`src/rtl/crypt_permute_pipe.sv`:
```
// crypt_permute_pipe: ROUNDS-stage keyed byte-permutation pipeline with valid/ready flow control.
// Define PERM_BYPASS_EN to add a per-transaction in_bypass that passes data through unpermuted.
module crypt_permute_pipe #(
   parameter int LANES  = 4,
   parameter int ROUNDS = 4
) (
   input  logic                clk,
   input  logic                reset,
   input  logic                in_valid,
   output logic                in_ready,
   input  logic [8*LANES-1:0]  in_data,
   input  logic [2*ROUNDS-1:0] in_key,
   input  logic                in_decrypt,
`ifdef PERM_BYPASS_EN
   input  logic                in_bypass,
`endif
   output logic                out_valid,
   input  logic                out_ready,
   output logic [8*LANES-1:0]  out_data
);
   localparam int W  = 8*LANES;
   localparam int KW = 2*ROUNDS;

   function automatic logic [7:0] perm(input logic [7:0] a, input logic [1:0] s);
      return s == 2'b00 ? {a[6], a[7], a[4], a[5], a[2], a[3], a[0], a[1]} :
             s == 2'b10 ? {a[3:0], a[7:4]} :
             s == 2'b01 ? {a[0], a[1], a[2], a[3], a[4], a[5], a[6], a[7]} :
                          {a[1], a[6], a[3], a[4], a[5], a[2], a[7], a[0]};
   endfunction

   logic [ROUNDS-1:0] valid, sv;
   logic [ROUNDS:0]   ready;
   logic              dec [ROUNDS];
   logic              sd [ROUNDS];
   logic [W-1:0]      data [ROUNDS];
   logic [W-1:0]      sdat [ROUNDS];
   logic [W-1:0]      nxt [ROUNDS];
   logic [KW-1:0]     key [ROUNDS];
   logic [KW-1:0]     skey [ROUNDS];
   logic [1:0]        sel [ROUNDS];
`ifdef PERM_BYPASS_EN
   logic              byp [ROUNDS];
   logic              sb [ROUNDS];
`endif

   // Stage r's source is the input port for r=0 and stage r-1 otherwise.
   always_comb begin
      ready[ROUNDS] = out_ready;
      for (int r = ROUNDS-1; r >= 0; r--) ready[r] = ~valid[r] | ready[r+1];
      sv[0]   = in_valid;
      sdat[0] = in_data;
      skey[0] = in_key;
      sd[0]   = in_decrypt;
`ifdef PERM_BYPASS_EN
      sb[0]   = in_bypass;
`endif
      for (int r = 1; r < ROUNDS; r++) begin
         sv[r]   = valid[r-1];
         sdat[r] = data[r-1];
         skey[r] = key[r-1];
         sd[r]   = dec[r-1];
`ifdef PERM_BYPASS_EN
         sb[r]   = byp[r-1];
`endif
      end
      for (int r = 0; r < ROUNDS; r++) begin
         sel[r] = skey[r][2*(sd[r] ? ROUNDS-1-r : r) +: 2];
         nxt[r] = '0;
         for (int l = 0; l < LANES; l++) nxt[r][8*l +: 8] = perm(sdat[r][8*l +: 8], sel[r]);
`ifdef PERM_BYPASS_EN
         if (sb[r]) nxt[r] = sdat[r];
`endif
      end
   end

   always_ff @(posedge clk or posedge reset)
      if (reset)
         for (int r = 0; r < ROUNDS; r++) begin
            valid[r] <= 1'b0;
            data[r]  <= '0;
            key[r]   <= '0;
            dec[r]   <= 1'b0;
`ifdef PERM_BYPASS_EN
            byp[r]   <= 1'b0;
`endif
         end
      else
         for (int r = 0; r < ROUNDS; r++)
            if (ready[r]) begin
               valid[r] <= sv[r];
               data[r]  <= nxt[r];
               key[r]   <= skey[r];
               dec[r]   <= sd[r];
`ifdef PERM_BYPASS_EN
               byp[r]   <= sb[r];
`endif
            end

   assign in_ready  = ready[0];
   assign out_valid = valid[ROUNDS-1];
   assign out_data  = data[ROUNDS-1];
endmodule

```
`config.mk`:
```
export PLATFORM = sky130hd
export DESIGN_NAME = crypt_permute_pipe
export DESIGN_NICKNAME = d
export VERILOG_FILES = /design/src/rtl/crypt_permute_pipe.sv
export SDC_FILE = /design/constraint.sdc
export NUM_CORES = 1
export LEC_CHECK = 0
export ABC_AREA = 1
export BUFFER_PORTS_ARGS = -buffer_cell sky130_fd_sc_hd__buf_2
export CORE_MARGIN = 10
export CORE_UTILIZATION = 60
export DETAILED_ROUTE_END_ITERATION = 10
export PLACE_DENSITY = 0.89
export SLEW_MARGIN = 40
export SYNTH_ARGS = -nofsm -noshare
export SYNTH_HDL_FRONTEND = slang
export SYNTH_SLANG_ARGS = --single-unit
export TNS_END_PERCENT = 5
```
`constraint.sdc`:
```
create_clock -name clk -period 5.6 [get_ports clk]
set_clock_uncertainty 0.15 [all_clocks]
set_input_delay 0.56 -clock clk [delete_from_list [all_inputs] [get_ports clk]]
set_output_delay 0.56 -clock clk [all_outputs]
set_load 0.01 [all_outputs]
```
== Word level (Yosys, flattened, before mapping) ==
Cells that the tools add are included.
W data, S select, Z words.

* Register bits: 159
* Logic and storage cells: 90

* Eq/ne operators: 8
* Shifts and indexed selects: 4
* Mux-type cells: 52
* Bitwise gates (word level): 8
* Reduce and logical (&&, ||, !) cells: 4

{| class="wikitable"
|+ Operators with widths
! kind !! count
|-
| $mux W8 || 48
|-
| $shiftx A8 B4 Y2 || 4
|-
| $eq A2 B1 Y1 const B || 4
|-
| $eq A2 B2 Y1 const B || 4
|-
| $logic_not A2 Y1 || 4
|-
| $mux W2 || 4
|-
| $not A1 Y1 || 4
|-
| $or A1 B1 Y1 || 4
|}

== Logic depth before layout (Yosys ltp) ==
* Depth after elaboration: 6
* Gate-level depth with buffers: 11
* Depth with buffers taken out: 10

== Worst setup path after synthesis ==
OpenSTA, ideal clock, no wires.

* Path kind: in2out
* Start: input out_ready
* End: output in_ready
* Data arrival time: 1296 ps
* Slack: 3594 ps
* Stages on the path: 5
* Path through: nor2_4 nand2_2 nor2_4 nand2_2 buf_2

* Word-level cells in the longest chain between the ends: 4

{| class="wikitable"
|+ RTL lines
! item !! RTL line !! RTL
|-
| from (decl) || 18 || <nowiki>input logic out_ready,</nowiki>
|-
| $or A1 B1 Y1 (4 in a row) || 49 || <nowiki>for (int r = ROUNDS-1; r >= 0; r--) ready[r] = ~valid[r] | ready[r+1];</nowiki>
|-
| to (decl) || 10 || <nowiki>output logic in_ready,</nowiki>
|}

Every way passes these cells.

== Worst setup path after layout ==
* Start: register valid[3]
* End: output in_ready

* Word-level cells in the longest chain between the ends: 5

{| class="wikitable"
|+ RTL lines
! item !! RTL line !! RTL
|-
| from (decl) || 31 || <nowiki>logic [ROUNDS-1:0] valid, sv;</nowiki>
|-
| from (signal, indexed assignment) || 90 || <nowiki>valid[r] <= sv[r];</nowiki>
|-
| $not A1 Y1 || 49 ||
|-
| $or A1 B1 Y1 (4 in a row) || 49 ||
|}

Every way passes these cells.

==> qor.log <==
INFO  sta            rsz0062_at_grt=no
INFO  sta            final_slew_viol_count=0
INFO  clock_network  inserted_clock_buffers=17
INFO  sta            layout_worst_path_cycle_share=62.4%
INFO  clock_network  post-cts-setup-buffer-count=0
INFO  detailed_routing routedWlPerCell=12.5um
INFO  detailed_routing via_count=11200
INFO  clock_network  tritoncts=done
INFO  layout         total_area_of_multi_input_combinational_cells=5600um2
INFO  layout         final_nets=1897
INFO  critical_path  worst-setup-path-type=flip-flop to primary output
INFO  critical_path  crit_path_end_kind=primary output
INFO  clock_network  root_buffer=sky130_fd_sc_hd__clkbuf_16
INFO  pwr            static-leakage-power=7.06nW
INFO  logic_synthesis mean_syn_cell_area=5.98um2
INFO  sta            tightestPinTransition=0.794ns
INFO  logic_synthesis synth.area.top_cells=sky130_fd_sc_hd__dfrtp_1 (34%), sky130_fd_sc_hd__nand2_1 (26%), sky130_fd_sc_hd__nand3_1 (12%)
INFO  detailed_routing route.antenna.remaining_nets=0
INFO  hold_path      min_path_type=input pin to flip-flop
INFO  logic_synthesis top_reg_cell_synth=sky130_fd_sc_hd__dfrtp_1
INFO  logic_synthesis yosys.cell_types.count=16
INFO  grt            grt_ovf=0
INFO  detailed_routing detail_route.wirelength=26300um
INFO  logic_synthesis synth.yosys.warnings=0
INFO  detailed_routing remaining_drc_errors=0
INFO  critical_path  cp-start-kind=flip-flop
INFO  critical_path  worst-endpoint-arrival=2.79ns
INFO  sta            timing.fmax=0.286GHz
INFO  logic_synthesis synth_edf_count=0
INFO  logic_synthesis mappedNetlistNets=1938
INFO  critical_path  cp_cell_sequence=inv_1, nor2_4, buf_4, nand2_2, nor2_4, nand2_2, buf_2
INFO  layout         register_area=3880um2
INFO  pwr            pwr_density_cell=438nW/um2
INFO  logic_synthesis most_repeated_cell_in_the_gate_level_netlist_after_synthesis=sky130_fd_sc_hd__nand2_1
INFO  clock_network  clk_pin_slew_worst_paths=0.06ns
INFO  grt            grt_first_pass_wirelength=45200um
INFO  grt            antenna_found_initial=0
INFO  placement      dp_hpwl=17300um
INFO  critical_path  timing.critical_path.slowest_stage_cell=sky130_fd_sc_hd__nand2_2
INFO  logic_synthesis synthCells=1893
INFO  die            total_number_of_placement_rows=50
INFO  placement      gpl.final_weighted_congestion=0.894
INFO  layout         filler_cell_count=1714
INFO  clock_network  cts_buffer_depth=2
INFO  layout         layout.cells.non_filler=2099
INFO  detailed_routing drt_pass1_iterations=5
INFO  critical_path  worstPathMaxFanout=44
INFO  clock_network  post_cts.resized_instances=0
INFO  logic_synthesis synth_sequential_area_ratio=34.3%
INFO  sta            totalNegativeSetupSlack=0ns
INFO  sta            timing.slew.headroom=47.0%
INFO  logic_synthesis synthArstFlopShare=100%
INFO  die            design.die.area=24800um2
INFO  pwr            vdd.ir_drop.worst=0.252mV
INFO  grt            grt_pass1_vias=9813
INFO  layout         antenna_cells=0
INFO  sta            setup_viol=0
INFO  layout         final_layout_size_suffix_gt1_share=8.36%
INFO  placement      port_buffers=78
INFO  layout         synthToLayoutAreaGrowth=5.68%
INFO  die            ioPinCount=79
INFO  layout         util_after_layout=64.2%
INFO  critical_path  timing.critical_path.slowest_cell_delay=0.50ns
INFO  die            initial_utilization=60.7%
INFO  status         outcome=finished clean
INFO  clock_network  htree_levels=4
INFO  placement      dpl.cell_count=2065
INFO  logic_synthesis yosys.area.top_type=sky130_fd_sc_hd__dfrtp_1
INFO  placement      placed_cell_area=11300um2
INFO  logic_synthesis synth_top_area_share=34.3%
INFO  logic_synthesis synth-seq-cells=155
INFO  logic_synthesis mappedNetlistArea=11300um2
INFO  sta            hold_slack=0.163ns
INFO  detailed_routing vias_cell=5.35
INFO  clock_network  clk-insertion-delay-late=0.44ns
INFO  grt            grt_start_max_net_pins=115
INFO  flow_run       drv.max_cap_violation_count=0
INFO  layout         layout.cell_area.non_filler=12000um2
INFO  die            die_y=157um
INFO  critical_path  worst_ep_required_time=4.89ns
INFO  grt            global_route.usage.total=21.2%
INFO  sta            number_of_hold_slack_violations_in_the_final_timing_report=0
INFO  die            floorplan.core_area=18600um2
INFO  sta            finalCriticalPeriod=3.50ns
INFO  clock_network  cts.sinks=155
INFO  logic_synthesis synth_common_cells=sky130_fd_sc_hd__nand2_1 (776), sky130_fd_sc_hd__inv_1 (287), sky130_fd_sc_hd__nand3_1 (271), sky130_fd_sc_hd__o21ai_0 (158), sky130_fd_sc_hd__dfrtp_1 (155)
INFO  critical_path  reg2reg_setup_slack=2.50ns
INFO  die            die_width=157um
INFO  detailed_routing dr.first_iter.drc_count=1189
-- cell usage in the layout, fill, tap and decap left out --
| cell | n |
|---|---|
| sky130_fd_sc_hd__buf_16 | 1 |
| sky130_fd_sc_hd__buf_2 | 78 |
| sky130_fd_sc_hd__buf_4 | 6 |
| sky130_fd_sc_hd__bufinv_16 | 3 |
| sky130_fd_sc_hd__clkbuf_1 | 1 |
| sky130_fd_sc_hd__clkbuf_16 | 17 |
| sky130_fd_sc_hd__clkbuf_8 | 1 |
| sky130_fd_sc_hd__clkinv_2 | 6 |
| sky130_fd_sc_hd__clkinvlp_4 | 4 |
| sky130_fd_sc_hd__dfrtp_1 | 155 |
| sky130_fd_sc_hd__dlygate4sd3_1 | 1 |
| sky130_fd_sc_hd__inv_1 | 285 |
| sky130_fd_sc_hd__inv_2 | 12 |
| sky130_fd_sc_hd__inv_8 | 1 |
| sky130_fd_sc_hd__nand2_1 | 765 |
| sky130_fd_sc_hd__nand2_2 | 17 |
| sky130_fd_sc_hd__nand2_4 | 4 |
| sky130_fd_sc_hd__nand3_1 | 271 |
| sky130_fd_sc_hd__nand3b_1 | 4 |
| sky130_fd_sc_hd__nor2_4 | 3 |
| sky130_fd_sc_hd__o21ai_0 | 158 |
| sky130_fd_sc_hd__o21ai_1 | 69 |
| sky130_fd_sc_hd__or2_2 | 3 |
-- layer usage --
layer | vias to the layer above | global-route usage, % | routed length, um
met5 | - | 0 | 0
li1 | 5716 | - | -
met2 | 476 | 32.6 | 11700
met3 | 27 | 3.22 | 1890
met4 | 0 | 6.32 | 293
met1 | 5014 | 30.3 | 12400
-- area by class of cell --
| type | instances | area share (%) |
|---|---|---|
| repair buffers | 86 | 3.95 |
| clock inverters | 13 | 1.26 |
| multi-input cells | 1294 | 46.8 |
| clock buffers | 19 | 3.70 |
| inverters | 298 | 9.41 |
| well taps | 234 | 2.45 |
| flip-flops and latches | 155 | 32.4 |
-- stage by stage --
step / setup slack [ns] / total power, mW
CTS: 2.09 / 5.23
global placement: 2.26 / 3.98
detailed placement: 2.22 / 4.05
finish: 2.10 / 5.24
global route: 1.78 / 5.74
floorplan: 0.712 / 3.70
-- flip-flops by register name, summed over array words and instances, names as in the netlist --
signal,count
data,96
dec,3
valid,4
key,20
out_data,32
-- path summary, 6_finish.rpt --
kind	from	endpoint	depth (start not counted)
max in group asynchronous	reset	data[98]	5
max reg2reg	valid[3]	data[107]	9
min in group asynchronous	reset	out_data[26]	3
max	valid[3]	in_ready	7
min reg2reg	out_data[24]	out_data[24]	2
min	in_valid	valid[0]	2
-- power by group --
group	leakage [nW]	total (mW)	internal [mW]	switching, mW
Clock	0.284	1.15	0.705	0.442
Combinational	4.95	2.22	0.752	1.47
Sequential	1.82	1.87	1.52	0.356
-- cell families after synthesis --
logic type | share of synthesized area (%)
and+or+nand+nor | 39.0
buffers and inverters | 16.7
DFF | 34.3
AOI/OAI and AO/OA | 10.0
-- repair_timing --
action | CTS | global route
endpoints found under the hold margin | 0 | 29
hold buffers | 0 | 1
endpoints found under the setup margin | 0 | 0
-- worst max-delay path, delay by kind of cell, from the launching register on --
family | cells | cell delay [ns]
DFF | 1 | 0.34
buffers and inverters | 3 | 0.67
and+or+nand+nor | 4 | 1.34
Power figures use the tool's default switching activity.
